--- src/rtl/kuz_pkg.sv ---
// Shared constants and scheduler state encoding for the Kuznyechik block core.
package kuz_pkg;

  localparam int KUZ_ROUNDS  = 10;
  localparam int KUZ_KADDR_W = 5;

  localparam logic [KUZ_KADDR_W-1:0] KUZ_ADDR_LAST = KUZ_KADDR_W'(KUZ_ROUNDS - 1);

  typedef enum logic [2:0] {
    NOKEY,
    RELOAD,
    IDLE,
    RUN,
    DONE
  } kuz_sched_state_t;

endpackage

--- src/rtl/kuz_key_ptr.sv ---
// Round-key address counter: counts 0..9 while a block runs, saturates, and maps
// to descending addresses for decryption when KUZ_DECRYPT_EN is defined.
module kuz_key_ptr
  import kuz_pkg::*;
(
  input  logic                   clk,
  input  logic                   reset_n,
  input  logic                   run,
  input  logic                   run_next,
  input  logic                   dir,
  output logic [KUZ_KADDR_W-1:0] key_addr
);

  logic [KUZ_KADDR_W-1:0] acnt_q;

  // NOTE: state registers use non-blocking assignments and an asynchronous active-low
  // reset so every flop updates from pre-edge values and clears without a clock.
  always_ff @(posedge clk or negedge reset_n) begin
    if (!reset_n) begin
      acnt_q <= '0;
    end else if (!run_next) begin
      acnt_q <= '0;
    end else if (run && (acnt_q != KUZ_ADDR_LAST)) begin
      acnt_q <= acnt_q + KUZ_KADDR_W'(1);
    end
  end

`ifdef KUZ_DECRYPT_EN
  assign key_addr = dir ? (KUZ_ADDR_LAST - acnt_q) : acnt_q;
`else
  logic unused_dir;
  assign unused_dir = dir;
  assign key_addr   = acnt_q;
`endif

endmodule

--- src/rtl/kuz_round_sched.sv ---
// Kuznyechik round scheduler: gates blocks on key availability, serialises key reloads
// and sequences 10 round steps. Optional macro KUZ_DECRYPT_EN enables decryption.
module kuz_round_sched
  import kuz_pkg::*;
#(
  parameter int KEY_LAT = 2
) (
  input  logic                   clk,
  input  logic                   reset_n,
  input  logic                   key_req,
  output logic                   key_start,
  input  logic                   key_ready_s,
  output logic                   key_valid,
  output logic [KUZ_KADDR_W-1:0] key_addr,
  input  logic                   blk_valid,
  input  logic                   blk_dec,
  output logic                   blk_ready,
  output logic                   blk_load,
  output logic                   round_en,
  output logic [3:0]             round_idx,
  output logic                   xor_only,
  output logic                   round_dir,
  output logic                   out_valid,
  input  logic                   out_ready
);

  localparam logic [4:0] CYC_FIRST = 5'(KEY_LAT);
  localparam logic [4:0] CYC_LAST  = 5'(KEY_LAT + KUZ_ROUNDS - 1);

  kuz_sched_state_t state_q, state_d;
  logic             pend_q;
  logic             key_valid_q;
  logic             key_start_q;
  logic [4:0]       cyc_q;
  logic             dir_q;
  logic             accept;
  logic             reload_entry;

  assign blk_ready = (state_q == IDLE) && !pend_q;
  assign accept    = blk_valid && blk_ready;

  // NOTE: every combinational output gets a default before the case so no path
  // through the block leaves a value unassigned and infers a latch.
  always_comb begin
    state_d = state_q;
    case (state_q)
      NOKEY:   if (key_req) state_d = RELOAD;
      RELOAD:  if (key_req) state_d = RELOAD;
               else if (key_ready_s) state_d = IDLE;
      IDLE:    if (accept) state_d = RUN;
               else if (key_req || pend_q) state_d = RELOAD;
      RUN:     if (cyc_q == CYC_LAST) state_d = DONE;
      DONE:    if (out_ready) state_d = (pend_q || key_req) ? RELOAD : IDLE;
      default: state_d = NOKEY;
    endcase
  end

  // A key_req while already reloading restarts the expansion, so it counts as a new entry.
  assign reload_entry = (state_d == RELOAD) && ((state_q != RELOAD) || key_req);

  always_ff @(posedge clk or negedge reset_n) begin
    if (!reset_n) begin
      state_q     <= NOKEY;
      pend_q      <= 1'b0;
      key_valid_q <= 1'b0;
      key_start_q <= 1'b0;
      cyc_q       <= '0;
    end else begin
      state_q     <= state_d;
      key_start_q <= reload_entry;
      if (reload_entry) begin
        key_valid_q <= 1'b0;
      end else if ((state_q == RELOAD) && (state_d == IDLE)) begin
        key_valid_q <= 1'b1;
      end
      if (reload_entry) begin
        pend_q <= 1'b0;
      end else if (key_req && ((state_q == RUN) || (state_q == DONE) || accept)) begin
        pend_q <= 1'b1;
      end
      cyc_q <= ((state_q == RUN) && (state_d == RUN)) ? cyc_q + 5'd1 : 5'd0;
    end
  end

`ifdef KUZ_DECRYPT_EN
  always_ff @(posedge clk or negedge reset_n) begin
    if (!reset_n) begin
      dir_q <= 1'b0;
    end else if (accept) begin
      dir_q <= blk_dec;
    end
  end
`else
  logic unused_blk_dec;
  assign unused_blk_dec = blk_dec;
  assign dir_q          = 1'b0;
`endif

  kuz_key_ptr u_key_ptr (
    .clk      (clk),
    .reset_n  (reset_n),
    .run      (state_q == RUN),
    .run_next (state_d == RUN),
    .dir      (dir_q),
    .key_addr (key_addr)
  );

  // Steps trail the address counter by the key-store read latency.
  assign round_en  = (state_q == RUN) && (cyc_q >= CYC_FIRST);
  assign round_idx = round_en ? 4'(cyc_q - CYC_FIRST) : 4'd0;
  assign xor_only  = round_en && (round_idx == 4'(KUZ_ROUNDS - 1));

  assign key_start = key_start_q;
  assign key_valid = key_valid_q;
  assign blk_load  = accept;
  assign round_dir = dir_q;
  assign out_valid = (state_q == DONE);

endmodule

--- config.mk ---
export PLATFORM = sky130hd
export DESIGN_NAME = kuz_round_sched
export DESIGN_NICKNAME = d
export VERILOG_FILES = /design/src/rtl/kuz_pkg.sv /design/src/rtl/kuz_key_ptr.sv /design/src/rtl/kuz_round_sched.sv
export SDC_FILE = /design/constraint.sdc
export NUM_CORES = 1
export LEC_CHECK = 0
export ABC_AREA = 1
export CAP_MARGIN = 30
export CELL_PAD_IN_SITES_DETAIL_PLACEMENT = 0
export CELL_PAD_IN_SITES_GLOBAL_PLACEMENT = 1
export CORE_MARGIN = 3
export CORE_UTILIZATION = 32
export DETAILED_ROUTE_END_ITERATION = 16
export PLACE_DENSITY = 0.8
export SYNTH_ARGS = -nofsm -noshare
export SYNTH_HDL_FRONTEND = slang
export SYNTH_HIERARCHICAL = 1
export SYNTH_SLANG_ARGS = --single-unit
--- constraint.sdc ---
create_clock -name clk -period 1.7 [get_ports clk]
set_input_delay 0.255 -clock clk [delete_from_list [all_inputs] [get_ports clk]]
set_output_delay 0.255 -clock clk [all_outputs]
set_load 0.02 [all_outputs]
# Word-level counts from Yosys, hierarchy flattened
# Cells that the tools add are included.
dict set report word_totals {
  elab_cells 56
  register_bits 16
  output_inout_bits 17
}
dict set report op_classes {
  n_reduce_logical 17
  n_lt_le_gt_ge 1
  n_mux 17
  eq_ne 12
  addsub 3
}
# operator count
set op_table {}
lappend op_table {{$mux W3} 7}
lappend op_table {{$mux W5} 3}
lappend op_table {{$pmux W3 S5} 1}
lappend op_table {{$eq A3 B2 Y1 const B} 4}
lappend op_table {{$add A5 B1 Y5 const B} 2}
lappend op_table {{$logic_and A1 B1 Y1} 9}
lappend op_table {{$eq A3 B1 Y1 const B} 2}
lappend op_table {{$eq A5 B4 Y1 const B} 1}
lappend op_table {{$ge A5 B2 Y1 const B} 1}
lappend op_table {{$ne A5 B4 Y1 const B} 1}
lappend op_table {{$eq A4 B4 Y1 const B} 1}
lappend op_table {{$logic_or A1 B1 Y1} 4}
lappend op_table {{$mux W1} 4}
lappend op_table {{$mux W4} 1}
lappend op_table {{$reduce_bool A2 Y1} 2}
lappend op_table {{$sub A4 B2 Y4 const B} 1}
lappend op_table {{$eq A3 B3 Y1 const B} 1}
lappend op_table {{$logic_not A3 Y1} 1}
lappend op_table {{$ne A3 B1 Y1 const B} 1}
lappend op_table {{$mux W2} 1}
lappend op_table {{$ne A2 B2 Y1 const B} 1}
lappend op_table {{$logic_not A1 Y1} 1}

# Longest topological paths before layout
dict set report depth {
  ltp_word 9
  ltp_mapped 15
  depth_no_buf 14
}

# Modules after synthesis
# Netlist, hierarchy kept.
# mod area_per_inst_um2 cells_each seq_area_each_um2 n_inst
set modules_own_cells {}
lappend modules_own_cells {kuz_round_sched 773.2 108 275.3 1}
lappend modules_own_cells {kuz_key_ptr 342.8 43 125.1 1}

# Worst setup path before layout
# No wires, ideal clock.
dict set report synth_timing {
  kind {reg-to-output}
  start {register cyc_q[1]}
  end {output port xor_only}
  required_time_ns 1.445
  t_arrival_ns 1.613
  setup_slack_ns -0.168
  path_stages_with_launch 10
  path_cell_list {dfrtp_1 > inv_1 > ha_1 > nand2_1 > inv_1 > nand2_1 > nand2_2 > inv_1 > o21ai_1 > nor3_1}
}
dict set report synth_via {
  elab_chain_len 5
  word_cells_on_any_way 6
  classes_between {add/sub (1); order compare (1); eq/ne (1); mux (1); reduce/logical (2)}
}
# item line
set synth_lines {}
lappend synth_lines {{from (decl)} kuz_round_sched.sv:34} ;# logic [4:0] cyc_q;
lappend synth_lines {{from (signal assigned)} kuz_round_sched.sv:81} ;# cyc_q <= ((state_q == RUN) && (state_d == RUN)) ? cyc_q + 5'd1 : 5'd0;
lappend synth_lines {{$ge A5 B2 Y1 (*)} kuz_round_sched.sv:109} ;# assign round_en = (state_q == RUN) && (cyc_q >= CYC_FIRST);
lappend synth_lines {{$logic_and A1 B1 Y1 (*)} kuz_round_sched.sv:109}
lappend synth_lines {{via round_en} kuz_round_sched.sv:19} ;# output logic round_en,
lappend synth_lines {{$mux W4} kuz_round_sched.sv:110} ;# assign round_idx = round_en ? 4'(cyc_q - CYC_FIRST) : 4'd0;
lappend synth_lines {{$eq A4 B4 Y1} kuz_round_sched.sv:111} ;# assign xor_only = round_en && (round_idx == 4'(KUZ_ROUNDS - 1));
lappend synth_lines {{$logic_and A1 B1 Y1 (*)} kuz_round_sched.sv:111}
lappend synth_lines {{to (decl)} kuz_round_sched.sv:21} ;# output logic xor_only,
# Mark *: on every way through the listed nets, which the timed path passes. The rest lies on a longest branch.

# Final worst setup path
dict set report layout_timing {
  start {register cyc_q[1]}
  end {output port xor_only}
}
dict set report layout_via {
  elab_chain_len 5
  word_cells_on_any_way 6
  classes_between {add/sub (1); order compare (1); eq/ne (1); mux (1); reduce/logical (2)}
}
# item line
set layout_lines {}
lappend layout_lines {{$ge A5 B2 Y1} kuz_round_sched.sv:109}
lappend layout_lines {{$logic_and A1 B1 Y1} kuz_round_sched.sv:109}
lappend layout_lines {{$mux W4} kuz_round_sched.sv:110}
lappend layout_lines {{$eq A4 B4 Y1} kuz_round_sched.sv:111}
lappend layout_lines {{$logic_and A1 B1 Y1 (*)} kuz_round_sched.sv:111}
# Every way passes the cells marked *; elsewhere a longest branch is shown, timed or not.

==> flow_summary_export.csv <==
group,metric,value,unit
detailed_routing,final_antenna_net_count,0,
placed_design,gp_congestion,0.901,
timing,tns,-0.446,ns
min_path,worstHoldPathType,"primary input to asynchronous set/reset pin",
clock_network,clock_path_buffers,2,
grt,antenna_found_initial,0,
detailed_routing,drt_iter0_drc,25,
critical_path,r2r_slack,-0.07,ns
power_and_ir_drop,swShare,0.464,
grt,overflow,0,
critical_path,reg2reg_depth,15,
yosys,yosys.area.top_type_share,0.359,
placed_design,hpwl,2230,um
timing,fin_crit,1.83,ns
outcome,failed_checks,"negative setup slack",
yosys,synthFlopType,"dfrtp_1",
critical_path,criticalPathCategory,"flop to output pin",
yosys,avgSynthCellArea,7.39,um^2
flow_run,maxCapViolCount,0,
yosys,synth_commonest_cells,"31 x nand2_1, 27 x nor2_1, 25 x inv_1",
final_layout,diodes,0,
timing,finalSetupViolations,6,
timing,rsz0062_at_grt,"yes",
grt,grt_use_total,0.146,
die,die_w,65.1,um
final_layout,drive_above_1_share,0.430,
detailed_routing,routed_via_density,4.58,
clock_network,clkTransAtPathRegs,0.08,ns
yosys,yosysMostFrequentCell,"nand2_1",
power_and_ir_drop,pwr-share-clk,0.085,
power_and_ir_drop,seq_power_share,0.239,
detailed_routing,firstDrtPassIters,4,
power_and_ir_drop,powerDensity,1330,nW/um^2
die,coreArea,3180,um^2
critical_path,cp-end-kind,"output pin",
placed_design,placed_cell_area,1590,um^2
clock_network,holdBufCountCts,0,
clock_network,root_buffer,"clkbuf_4",
grt,grt_pass1_vias,1160,
timing,hold_violations,0,
timing,skew,0.000627,ns
clock_network,cts_max_level,1,
power_and_ir_drop,power.total,2.30,mW
critical_path,cp_max_fo,4,
yosys,synth_area_leaders,"dfrtp_1 36%, nand2_1 10%, nor2_1 9.1%",
yosys,ys_seq_elements,16,
yosys,synth_edf_count,0,
timing,slew_viol_final,0,
power_and_ir_drop,comb_power_share,0.676,
power_and_ir_drop,peakVddDrop,0.689,mV
power_and_ir_drop,intPower,1.23,mW
yosys,synth_area,1120,um^2
final_layout,utilization,0.542,
critical_path,r2r_end,"u_key_ptr/key_addr[0]",
detailed_routing,num_vias,1150,
detailed_routing,wirelength,2980,um
final_layout,fin_area,1720,um^2
final_layout,fin_cells,251,
power_and_ir_drop,switchingPower,1.07,mW
clock_network,clkSinkCount,16,
placed_design,port_buffers,21,
critical_path,crit_arrival,1.57,ns
timing,period_share,1.07,
placed_design,post-place-cells,244,
die,num_rows,20,
clock_network,cts_buffers,3,
detailed_routing,drc,0,
grt,grt_pass1_wl,4870,um
yosys,async_flop_share,1.00,
yosys,syn-num-nets,164,
yosys,ys_seq_area_frac,0.359,
timing,setup_ws,-0.127,ns
final_layout,final_nets,222,
clock_network,worstSkewPairLatency,0.28,ns
critical_path,worstPathRequired,1.44,ns
power_and_ir_drop,p_leak,0.938,nW
final_layout,nFillCells,333,
yosys,synth_top_area_cell,"dfrtp_1",
outcome,status,"finished with violations",
die,io_pins,24,
yosys,yosysWarnings,6,
die,initial_core_util,0.351,
critical_path,critPathLaunchType,"flop",
timing,hold_ws,0.273,ns
final_layout,area_delta_synth_final,54.4,%
timing,clock.fmax,0.547,GHz
clock_network,tritoncts,"built",
die,dieArea,4230,um^2
detailed_routing,wl_per_cell,11.9,um
die,die_h,65.1,um
critical_path,r2r-start,"cyc_q[1]",
grt,grt_max_degree,17,
yosys,yosysUniqueCellTypes,26,
placed_design,dp_slack,-0.339,ns
yosys,netlist_instances,151,
-- repair_timing --
item                       4_1_cts  5_1_grt
buffers inserted                 2        4
resized for setup               51       25
pin swaps                        7       11
setup endpoints to repair       15       18
-- cell families after synthesis --
| family | synth area share |
|---|---|
| other | 0.00336 |
| AND/OR/NAND/NOR | 0.390 |
| flip-flops | 0.359 |
| buffers and inverters | 0.124 |
| adder cells (fa/ha/maj) | 0.0673 |
| XOR/XNOR | 0.0235 |
| AO/OA/AOI/OAI | 0.0325 |
-- sequential cells by signal, indices dropped and copies added, names as in the netlist --
signal / cells
cyc_q: 5
key_start: 1
key_valid: 1
pend_q: 1
state_q: 3
u_key_ptr/key_addr: 5
-- worst max-delay path: stages (launching register included) --
cell and delay, ns:
dfrtp_1 0.39, inv_2 0.06, ha_4 0.16, nand2_2 0.05, inv_2 0.04, nand2_2 0.06, nand2_4 0.07, inv_4 0.07
o21ai_4 0.06, nor3_2 0.16, buf_4 0.16
-- power groups by stage --
stage | logic, mW | clock network, mW | registers (mW)
after floorplan | 0.775 | 0 | 0.610
after global placement | 1.32 | 0 | 0.549
after detailed placement | 1.35 | 0 | 0.551
after CTS | 1.42 | 0.201 | 0.545
after global routing | 1.72 | 0.224 | 0.564
final | 1.55 | 0.196 | 0.548
-- layout make-up --
class	instances	area, um^2	share of cell area
tap	44	55.1	0.0320
multi-input combinational	106	694	0.403
clock buffer	3	22.5	0.0131
timing repair buffer	56	443	0.257
inverter	26	108	0.0625
sequential	16	400	0.232
-- layer usage --
| metal | vias to the layer above | global-route usage | share of wire |
|---|---|---|---|
| met5 | - | 0 | 0 |
| met1 | 545 | 0.180 | 0.41 |
| met3 | 7 | 0.0399 | 0.041 |
| met2 | 22 | 0.263 | 0.53 |
| li1 | 576 | - | - |
| met4 | 0 | 0.0155 | 0.014 |
-- worst max path at each step --
| stage | depth (start not counted) | end | start | slack (ns) |
|---|---|---|---|---|
| after floorplan | 15 | u_key_ptr/key_addr[0] | cyc_q[1] | 0.005 |
| after global placement | 10 | xor_only | cyc_q[1] | -0.27 |
| after detailed placement | 10 | xor_only | cyc_q[1] | -0.34 |
| after CTS | 10 | xor_only | cyc_q[2] | -0.15 |
| after global routing | 9 | xor_only | cyc_q[0] | -0.23 |
| final | 10 | xor_only | cyc_q[1] | -0.13 |
-- layout by cell type, fill, tap and decap left out, types with 3 or more instances in the layout --
cell type / n
buf_2: 5
buf_4: 37
clkbuf_4: 3
clkdlybuf4s50_1: 9
dfrtp_1: 16
ha_1: 4
inv_1: 16
inv_2: 7
nand2_1: 25
nand2_2: 6
nand2_4: 5
nand3_1: 12
nand4_1: 4
nor2_1: 22
nor2_2: 8
nor2_4: 3
(Power assumes the default switching activity.)
